`src/rtl/scandoubler_ctrl.sv`:
```
// Scan-doubler timing controller: measures input line geometry on ce_x1, schedules
// the two-bank line buffer and regenerates doubled-rate sync on ce_x2.
module scandoubler_ctrl #(
  parameter int HBITS      = 10,
  parameter int LOCK_LINES = 2
) (
  input  logic             clk_sys,
  input  logic             reset,
  input  logic             ce_x1,
  input  logic             ce_x2,
  input  logic             hs_in,
  input  logic             vs_in,
  output logic             wr_en,
  output logic [HBITS:0]   wr_addr,
  output logic [HBITS:0]   rd_addr,
  output logic             hs_out,
  output logic             vs_out,
  output logic             scanline,
  output logic             locked
);

  localparam int              LCW    = $clog2(LOCK_LINES + 1);
  localparam logic [HBITS-1:0] HMAX   = {HBITS{1'b1}};
  localparam logic [LCW-1:0]   LOCK_N = LCW'(LOCK_LINES);

  logic [HBITS-1:0] hcnt_r;
  logic [HBITS-1:0] hs_max_r;
  logic [HBITS-1:0] hs_rise_r;
  logic [HBITS-1:0] ocnt_r;
  logic [LCW-1:0]   lock_cnt_r;
  logic [LCW-1:0]   lock_cnt_nxt_s;
  logic             locked_nxt_s;
  logic             wr_bank_r;
  logic             hs_d_r;
  logic             vs_d_r;
  logic             vs_lat_r;
  logic             hs2_d_r;
  logic             first_r;

  logic line_start_s;
  logic hs_rise_edge_s;
  logic vs_edge_s;
  logic len_match_s;
  logic resync_s;

  assign line_start_s   = ce_x1 & hs_d_r & ~hs_in;
  assign hs_rise_edge_s = ce_x1 & ~hs_d_r & hs_in;
  assign vs_edge_s      = ce_x1 & (vs_d_r ^ vs_in);
  assign len_match_s    = (hcnt_r == hs_max_r);
  assign resync_s       = hs2_d_r & ~hs_in;

  assign wr_en   = ce_x1 & ~reset;
  assign wr_addr = {wr_bank_r, hcnt_r};

  // Lock tracking: consecutive equal line lengths; a saturated line breaks the run
  always_comb begin
    lock_cnt_nxt_s = lock_cnt_r;
    locked_nxt_s   = locked;
    if (line_start_s) begin
      if (len_match_s) begin
        if (lock_cnt_r < LOCK_N) begin
          lock_cnt_nxt_s = lock_cnt_r + 1'b1;
        end else begin
          lock_cnt_nxt_s = lock_cnt_r;
        end
        locked_nxt_s = (lock_cnt_nxt_s >= LOCK_N);
      end else begin
        lock_cnt_nxt_s = '0;
        locked_nxt_s   = 1'b0;
      end
    end else if (ce_x1 && (hcnt_r == HMAX)) begin
      lock_cnt_nxt_s = '0;
      locked_nxt_s   = 1'b0;
    end else begin
      lock_cnt_nxt_s = lock_cnt_r;
      locked_nxt_s   = locked;
    end
  end

  // Input side: pixel counter, line measurement and write-bank selection
  always_ff @(posedge clk_sys) begin
    if (reset) begin
      hcnt_r     <= '0;
      hs_max_r   <= '0;
      hs_rise_r  <= '0;
      wr_bank_r  <= 1'b0;
      hs_d_r     <= 1'b0;
      vs_d_r     <= 1'b0;
      vs_lat_r   <= 1'b0;
      lock_cnt_r <= '0;
      locked     <= 1'b0;
    end else if (ce_x1) begin
      hs_d_r     <= hs_in;
      vs_d_r     <= vs_in;
      lock_cnt_r <= lock_cnt_nxt_s;
      locked     <= locked_nxt_s;
      if (line_start_s) begin
        hs_max_r <= hcnt_r;
        hcnt_r   <= '0;
        vs_lat_r <= vs_in;
      end else if (hcnt_r != HMAX) begin
        hcnt_r <= hcnt_r + 1'b1;
      end
      if (hs_rise_edge_s) begin
        hs_rise_r <= hcnt_r;
      end
      // a frame boundary realigns banks even if a line also starts now
      if (vs_edge_s) begin
        wr_bank_r <= 1'b0;
      end else if (line_start_s) begin
        wr_bank_r <= ~wr_bank_r;
      end
    end
  end

  // Output side: doubled-rate counter, sync regeneration and read addressing
  always_ff @(posedge clk_sys) begin
    if (reset) begin
      ocnt_r   <= '0;
      hs2_d_r  <= 1'b0;
      first_r  <= 1'b0;
      rd_addr  <= '0;
      hs_out   <= 1'b0;
      vs_out   <= 1'b0;
      scanline <= 1'b0;
    end else begin
      if (ce_x2) begin
        hs2_d_r <= hs_in;
        rd_addr <= {~wr_bank_r, ocnt_r};
        if (ocnt_r == hs_max_r) begin
          ocnt_r   <= '0;
          hs_out   <= 1'b0;
          vs_out   <= vs_lat_r;
          first_r  <= 1'b0;
          scanline <= first_r ? 1'b0 : ~scanline;
        end else begin
          ocnt_r <= resync_s ? hs_max_r : ocnt_r + 1'b1;
          if (ocnt_r == hs_rise_r) begin
            hs_out <= 1'b1;
          end
          // after a resync load the next wrap starts the first copy
          if (resync_s) begin
            first_r <= 1'b1;
          end
        end
      end
      if (vs_edge_s) begin
        scanline <= 1'b0;
      end
    end
  end

endmodule

```
`config.mk`:
```
export PLATFORM = sky130hd
export DESIGN_NAME = scandoubler_ctrl
export DESIGN_NICKNAME = d
export VERILOG_FILES = /design/src/rtl/scandoubler_ctrl.sv
export SDC_FILE = /design/constraint.sdc
export NUM_CORES = 1
export LEC_CHECK = 0
export ABC_CLOCK_PERIOD_IN_PS = 2210
export CAP_MARGIN = 10
export CELL_PAD_IN_SITES_DETAIL_PLACEMENT = 1
export CELL_PAD_IN_SITES_GLOBAL_PLACEMENT = 1
export CORE_MARGIN = 3
export CORE_UTILIZATION = 44
export CTS_BUF_LIST = sky130_fd_sc_hd__clkbuf_4 sky130_fd_sc_hd__clkbuf_8
export DETAILED_ROUTE_END_ITERATION = 16
export PLACE_DENSITY_LB_ADDON = 0.15
export SLEW_MARGIN = 20
export SYNTH_ARGS = -nofsm -noshare
export SYNTH_HDL_FRONTEND = slang
export SYNTH_SLANG_ARGS = --single-unit
```
`constraint.sdc`:
```
create_clock -name clk_sys -period 2.21 [get_ports clk_sys]
set_input_delay 0.3315 -clock clk_sys [delete_from_list [all_inputs] [get_ports clk_sys]]
set_output_delay 0.3315 -clock clk_sys [all_outputs]
set_load 0.02 [all_outputs]
```
; Yosys cells after proc, flatten, opt, wreduce, memory -nomap -nowiden
; Index checks and enable logic that the tools add are counted.
; Widths: inputs -> output; s select.
[op_classes]
n_mul = 0
addsub = 3
n_eq_ne = 5
magnitude_cmp = 2
shifts = 0
div = 0
n_reduce_logical = 15
n_bitwise = 13
mux = 20
[ops]
columns = cell, n
row1 = $mux 10, 4
row2 = $eq 10x10->1, 3
row3 = $add 10x1->10 const B, 2
row4 = $reduce_and 2->1, 8
row5 = $mux 2, 6
row6 = $eq 10x10->1 const B, 1
row7 = $mux 1, 10
row8 = $ne 10x10->1 const B, 1
row9 = $reduce_bool 2->1, 5
row10 = $and 1x1->1, 7
row11 = $not 1->1, 5
row12 = $add 2x1->2 const B, 1
row13 = $ge 2x2->1 const B, 1
row14 = $lt 2x2->1 const B, 1
row15 = $reduce_or 2->1, 1
row16 = $logic_and 1x1->1, 1
row17 = $xor 1x1->1, 1
[word_totals]
out_inout_bits = 27
rom_bits = 0
mem_count = 0
regBits = 63
ram_bits = 0
word_cells = 74
latch_bits = 0

; Logic depth before layout (Yosys ltp)
; Gate-level depths: netlist (run 1).
[logic_depth]
ltp_word = 7
depth_mapped = 7
mapped_depth_nobuf = 6

; Least setup slack after synthesis (run 1)
; No wires, ideal clock.
[synth_path]
kind = register to register
startpoint = reg hcnt_r[6]
endpoint = reg hcnt_r[7]
required_ns = 2.082
arrival_ns = 1.502
period_less_slack_ns = 1.629
setup_ns = 0.128
path_slack_ns = 0.581
path_stages_with_launch = 7
path_cell_list = dfxtp_1 -> clkbuf_1 -> and4_1 -> a311oi_1 -> nand3_1 -> xor2_1 -> nor2_1
[synth_via]
elab_chain_cells = 3
[synth_lines]
columns = item, line
row1 = "start, declared", 26  ; logic [HBITS-1:0] hcnt_r;
row2 = "start signal, assigned", 102  ; hcnt_r <= hcnt_r + 1'b1;
row3 = $add 10x1->10 or $ne 10x10->1 (tied branches), "102, 101"
row4 = $mux 10 or $reduce_bool 2->1 (tied branches), n/a
row5 = $mux 10 or $reduce_and 2->1 (tied branches), n/a
; Several ways; a longest one is shown, not always the timed one. The select of a mux whose other input is x is not followed.
; A chain may end at the register's enable or synchronous reset.

; Final worst setup path (run 1)
[layout_path]
startpoint = reg ocnt_r[8]
endpoint = reg scanline
[layout_via]
elab_chain_cells = 2
[layout_lines]
columns = item, line
row1 = "start, declared", 29  ; logic [HBITS-1:0] ocnt_r;
row2 = "start signal, assigned", 137  ; ocnt_r <= resync_s ? hs_max_r : ocnt_r + 1'b1;
row3 = $eq 10x10->1, 130  ; if (ocnt_r == hs_max_r) begin
row4 = $reduce_and 2->1 (no source line), n/a
row5 = "end signal, assigned", 135  ; scanline <= first_r ? 1'b0 : ~scanline;
row6 = "end, declared", 18  ; output logic scanline,
; No other way between the ends.

==> key figures, run 1 <==
Status
  – Outcome: finished clean

Floorplan
  – Initial core utilization: 0.461
  – Die Area: 0.00779 mm²
  – Ports: 33
  – Row count: 29
  – Area of the core: 0.00646 mm²
  – Die Wd: 88.3 µm
  – Die H: 88.3 µm

Clock tree
  – Post-CTS Setup Bufs: 0
  – Clock Root Buffer: clkbuf_8
  – Resize count post-CTS: 0
  – CTS tree: built
  – Cts hold-fix bufs: 0
  – Htree depth: 3
  – Clk sinks: 62
  – CTS buffer count: 9
  – Clk_lat worst skew: 0.34 ns
  – Register clock-pin slew on the reported worst setup and hold paths: 0.08 ns
  – CTS Buffer Depth: 2

Power and ir drop
  – Pwr/cell area: 671 mW/mm²
  – P_leak: 0.00156 µW
  – Worst VDD drop: 0.420 mV
  – Overall power: 2450 µW

Drt
  – Antenna viol nets, final: 0
  – DRC viols: 0
  – Detailed-router iteration count before antenna repair: 5
  – DR vias: 2,686
  – 1st-iter DRT viols: 59
  – Final WL: 8540 µm
  – Vias/cell: 5.63
  – Wire per inst: 17.9 µm

Setup path
  – Crit-path slowest cell: or4_1
  – Max incr delay on CP: 0.53 ns
  – R2R setup slack: 0.23 ns
  – CP cell instances: xor2_1 > nor4_1 > nand4_1 > or4_1 > a21oi_1
  – CP Capture Type: register
  – Cells on worst reg2reg path: 5
  – Startpoint class of the critical path: register
  – Worst Path Class, Setup: reg -> reg
  – Worst Path Arrival: 2.27 ns
  – Worst path required time: 2.49 ns
  – Crit Path Max Fanout: 8

Flow run
  – Max_cap viols: 0

Global routing
  – Antenna violations before repair: 0
  – Pin count of the biggest net entering global routing: 28
  – Gr usage total: 0.237
  – Vias in the first global route: 2,785
  – First-pass GRT wire length: 14,200 µm
  – Global route overflow: 0

Final layout
  – Most frequent cells in the layout: 62 x dfxtp_1, 43 x nor2_1, 37 x nand2_1
  – Layout Utilization: 0.565
  – Area growth from synthesis to layout: 22.6%
  – Antenna diodes: 0
  – Commonest non-fill, non-tap cell in the layout: dfxtp_1
  – Nets: 404
  – Layout cell share with drive strength beyond 1: 0.113

Logic synthesis
  – Post-synth EDFFs: 0
  – Main synth FF type: dfxtp_1
  – Cell taking the most area after synthesis: dfxtp_1
  – Post-Syn Instances: 357
  – Count of state elements after synthesis: 62
  – Synth Net Count: 366
  – Synth warnings: 0
  – Asr flop ratio synth: 0
  – Top-area cell type share of the netlist area: 0.417
  – Synth Cell Area: 0.00298 mm²
  – Yosys cell types: 38
  – Top cells by area, synth: dfxtp_1 42%, xor2_1 10%, mux2i_1 7.4%
  – Mean Syn Cell Area: 8.34 µm²
  – Sequential fraction of the synthesis area: 0.417

Min path
  – Hold Path Stages: 2
  – Class of the worst hold path: reg -> reg

Timing
  – Final setup viols: 0
  – Setup TNS: 0 ns
  – RSZ-0062 raised after global routing: no
  – Slew @ Worst Pin: 0.548 ns
  – Final worst-path cycle share: 0.898
  – Slew Viols, Final: 0
  – Clk_skew: 0.00809 ns
  – Slew HR: 0.632
  – F_max: 504 MHz
  – Final min period: 1.98 ns
  – Final Hold Viols: 0

Placed design
  – Port bufs: 32
  – DP HPWL: 5930 µm
  – Placer congestion estimate: 0.865
==> layer usage <==
layer | part of all wire | routed length (µm) | track usage
met1 | 0.46 | 3960 | 0.308
met2 | 0.49 | 4200 | 0.388
met3 | 0.030 | 260 | 0.0438
met4 | 0.014 | 118 | 0.0989
met5 | 0 | 0 | 0
==> layout make-up <==
cell class                 count  area [µm²]
sequential                    62        1240
clock inverter                 6        70.1
multi-input combinational    256        1560
timing repair buffer          59         518
clock buffer                  10         138
fill                         781        2810
tap                           77        96.3
inverter                       7        26.3
==> cells by family after synthesis <==
| group | share of synthesized area |
|---|---|
| multiplexers | 0.0740 |
| flip-flops | 0.417 |
| adder cells (fa/ha/maj) | 0.0126 |
| buffers and inverters | 0.0588 |
| AO/OA/AOI/OAI | 0.119 |
| XOR/XNOR | 0.109 |
| AND/OR/NAND/NOR | 0.209 |
==> sequential cells by signal, summed over array words and instances, names as in the netlist <==
register	flops
hcnt_r	10
ocnt_r	10
locked	1
vs_out	1
lock_cnt_r	1
rd_addr	11
scanline	1
hs_d_r	1
vs_lat_r	1
hs_max_r	10
vs_d_r	1
hs_out	1
first_r	1
hs2_d_r	1
hs_rise_r	10
wr_bank_r	1
==> stage by stage <==
stage          worst slack, ns  cells  hold WS [ns]  cell area, µm²
2_1_floorplan            0.581    357         0.425            2980
3_3_place_gp             0.209    461         0.440            3440
3_5_place_dp             0.126    461         0.460            3440
4_1_cts                  0.227    477         0.461            3650
5_1_grt                 0.0591    477         0.477            3650
6_report                 0.226    477         0.470            3650
==> path summary, 6_finish.rpt <==
kind	from	to
hold reg to reg	rd_addr[8]$_SDFFE_PP0P_	rd_addr[8]$_SDFFE_PP0P_
setup / recovery	ocnt_r[8]$_SDFFE_PP0P_	scanline$_SDFFE_PP0P_
setup reg to reg	ocnt_r[8]$_SDFFE_PP0P_	scanline$_SDFFE_PP0P_
hold / removal	rd_addr[8]$_SDFFE_PP0P_	rd_addr[8]$_SDFFE_PP0P_
==> where the power goes <==
part / total (µW) / switching, µW / internal [µW]
registers: 1160 / 21.4 / 1140
clock network: 1050 / 494 / 557
logic: 241 / 140 / 101
total: 2450 / 655 / 1790
==> worst max-delay path, delay by kind of cell (launching register included) <==
family | cells | cell delay [ns]
AO/OA/AOI/OAI | 1 | 0.13
XOR/XNOR | 1 | 0.10
flip-flops | 1 | 0.46
AND/OR/NAND/NOR | 3 | 1.22
==> synthesized netlist by cell type, types with 4 or more instances <==
library cell	count
dfxtp_1	62
nor2_1	43
nand2_1	37
xor2_1	34
a21oi_1	29
mux2i_1	22
clkbuf_1	17
nand3_1	14
nor3_1	12
o21ai_0	8
inv_1	7
buf_1	6
nor4_1	6
a211oi_1	5
buf_2	4
nand4_1	4
o21ai_1	4
Power figures use the tool's default switching activity.
==> run 2, diff against run 1 <==
Settings changed: CAP_MARGIN 10 to 20, REMOVE_ABC_BUFFERS from default to 1.
==> run 2 against run 1 <==
  * Wire length decreased by 7.3%
  * Global-route usage decreased by 1.3 points
  * Combinational power decreased by 4%
  * Sequential power about the same
  * Critical path depth decreased by 2
  * Power decreased by 2.7%
  * Register-to-register slack improved by 0.10 ns
  * Clock power decreased by 6%
==> key figures, run 2 (synthesis results as in run 1) <==
Status
  – Outcome: finished clean

Timing
  – Slew @ Worst Pin: 0.364 ns (-0.184 ns)
  – Final setup viols: 0 (unchanged)
  – RSZ-0062 raised after global routing: no
  – Final worst-path cycle share: 0.872 (-0.0259)
  – Slew HR: 0.751 (+0.119)
  – Final min period: 1.93 ns (-0.0573 ns)
  – Slew Viols, Final: 0 (unchanged)
  – Setup TNS: 0 ns (unchanged)
  – Clk_skew: 0.00763 ns (-0.000462 ns)
  – F_max: 519 MHz (+3.0%)
  – Final Hold Viols: 0 (unchanged)

Drt
  – 1st-iter DRT viols: 92 (+56%)
  – Max layer used: met4
  – DRC viols: 0 (unchanged)
  – Detailed-router iteration count before antenna repair: 4 (-1)
  – Wire per inst: 16.8 µm (-6.3%)
  – Final WL: 7920 µm (-7.3%)
  – Met3 wire length: 178 µm (-32%)
  – Metal-1 WL: 3640 µm (-8.2%)
  – Vias/cell: 5.54 (-1.6%)
  – DR vias: 2,614 (-2.7%)
  – WL met2: 3980 µm (-5.1%)
  – Antenna viol nets, final: 0 (unchanged)

Global routing
  – First-pass GRT wire length: 13,400 µm (-6.2%)
  – Vias in the first global route: 2,678 (-3.8%)
  – Antenna violations before repair: 0 (unchanged)
  – Pin count of the biggest net entering global routing: 32 (+14%)
  – Global route overflow: 0 (unchanged)
  – Gr usage total: 0.225 (-0.0127)

Final layout
  – Antenna diodes: 0 (unchanged)
  – Commonest non-fill, non-tap cell in the layout: dfxtp_1
  – Max reg flops: 11 (unchanged)
  – Layout cell share with drive strength beyond 1: 0.101 (-0.0112)
  – Nets: 399 (-1.2%)
  – # fillers: 793 (+1.5%)
  – Area growth from synthesis to layout: 20.9%
  – Top reg by flops: rd_addr
  – Final Cell Area: 0.00360 mm² (-1.4%)
  – Most frequent cells in the layout: 62 x dfxtp_1, 43 x nor2_1, 37 x nand2_1

Clock tree
  – Cts hold-fix bufs: 0 (unchanged)
  – CTS Buffer Depth: 2 (unchanged)
  – Clk sinks: 62 (unchanged)
  – CTS tree: built
  – Resize count post-CTS: 0 (unchanged)
  – Register clock-pin slew on the reported worst setup and hold paths: 0.07 ns (about the same)
  – Htree depth: 3 (unchanged)
  – Clock Root Buffer: clkbuf_8
  – Clk_lat worst skew: 0.34 ns (about the same)
  – Post-CTS Setup Bufs: 0 (unchanged)
  – CTS buffer count: 9 (unchanged)

Floorplan
  – Initial core utilization: 0.461 (unchanged)
  – Die Area: 0.00779 mm² (unchanged)
  – Area of the core: 0.00646 mm² (unchanged)
  – Row count: 29 (unchanged)
  – Die Wd: 88.3 µm (unchanged)
  – Ports: 33 (unchanged)
  – Die H: 88.3 µm (unchanged)

Setup path
  – Max incr delay on CP: 0.62 ns (+0.09 ns)
  – CP cell instances: clkdlybuf4s50_1 > nor2b_1 > clkdlybuf4s50_1
  – Delay-heaviest family, CP: buffers and inverters
  – Worst Path Buf+Inv: 2 (+2)
  – Crit Path Max Fanout: 2 (-6)
  – CP dominant cell by count: clkdlybuf4s50_1
  – Startpoint class of the critical path: primary input
  – Worst path required time: 1.88 ns (-0.61 ns)
  – Crit-path slowest cell: clkdlybuf4s50_1
  – Worst Path Class, Setup: in -> out
  – Worst Path Arrival: 1.60 ns (-0.67 ns)
  – CP Capture Type: primary output

Placed design
  – Placer congestion estimate: 0.890 (+2.9%)
  – Port bufs: 32 (unchanged)
  – DP HPWL: 5750 µm (-3.1%)
  – DP Area: 0.00340 mm² (-1.1%)

Power and ir drop
  – P_leak: 0.00154 µW (-1.2%)
  – Switching Share: 0.249 (-0.0184)
  – Int Power: 1790 µW (-0.29%)
  – Logic pwr share: 0.097 (about the same)
  – Part of the power in the clock network: 0.416 (-0.013)
  – Switching Power: 594 µW (-9.4%)
  – Pwr/cell area: 662 mW/mm² (-1.3%)
  – Worst VDD drop: 0.384 mV (-8.5%)
  – Seq pwr share: 0.487 (+0.014)

Min path
  – Class of the worst hold path: reg -> reg

Flow run
  – Max_cap viols: 0 (unchanged)
## run 2: changes by cell type in the layout (fill, tap and decap cells not counted), sizes merged
cell,before,now
inv,8,7
clkbuf,10,12
buf,28,23
clkinvlp,3,1
clkinv,1,2
## run 2: worst paths after layout
path / cells after the start / endpoint / from / slack [ns]
max: 3 / wr_en / ce_x1 / 0.28
min: 2 / lock_cnt_r[0]$_SDFFE_PP0P_ / lock_cnt_r[0]$_SDFFE_PP0P_ / 0.47
max reg2reg: 6 / ocnt_r[7]$_SDFFE_PP0P_ / ocnt_r[6]$_SDFFE_PP0P_ / 0.33
min reg2reg: 2 / lock_cnt_r[0]$_SDFFE_PP0P_ / lock_cnt_r[0]$_SDFFE_PP0P_ / 0.47
## run 2: power groups by stage
| stage | combinational (µW) | sequential [µW] | clock, µW |
|---|---|---|---|
| after floorplan | 99.8 | 1190 | 0 |
| after CTS | 232 | 1160 | 1020 |
| after detailed placement | 230 | 1180 | 0 |
| after global routing | 256 | 1160 | 1060 |
| after global placement | 228 | 1180 | 0 |
| final | 231 | 1160 | 991 |
## run 2: final cells by class
| cell class | instances | area [µm²] | area share |
|---|---|---|---|
| clock buffers | 12 | 146 | 0.0407 |
| clock inverters | 4 | 47.5 | 0.0132 |
| inverters | 7 | 26.3 | 0.00730 |
| multi-input cells | 256 | 1560 | 0.434 |
| flip-flops and latches | 62 | 1240 | 0.345 |
| well taps | 77 | 96.3 | 0.0268 |
| repair buffers | 54 | 480 | 0.134 |
## run 2: worst register-to-register path, cell delays in order, from the launching register on
cell       delay, ns
dfxtp_1         0.48
xor2_1          0.26
nor4_2          0.06
nand4_1         0.25
buf_4           0.22
o211ai_1        0.11
a2111oi_0       0.40
## run 2: stage by stage
| stage | power, µW | instances | setup WS, ns | utilization | hold slack, ns |
|---|---|---|---|---|---|
| floorplan | 1290 | 325 | 0.412 | - | 0.401 |
| detailed placement | 1410 | 456 | 0.169 | 0.527 | 0.455 |
| finish | 2380 | 472 | 0.283 | 0.557 | 0.468 |
| CTS | 2410 | 472 | 0.283 | 0.557 | 0.473 |
| global placement | 1410 | 456 | 0.265 | 0.527 | 0.444 |
| global route | 2480 | 472 | 0.0809 | 0.557 | 0.510 |
## run 2: per-layer routing
layer,GRT usage,up-vias
li1,-,1286
met1,0.281,1287
met2,0.385,31
met3,0.0438,10
met4,0.0797,0
met5,0,-
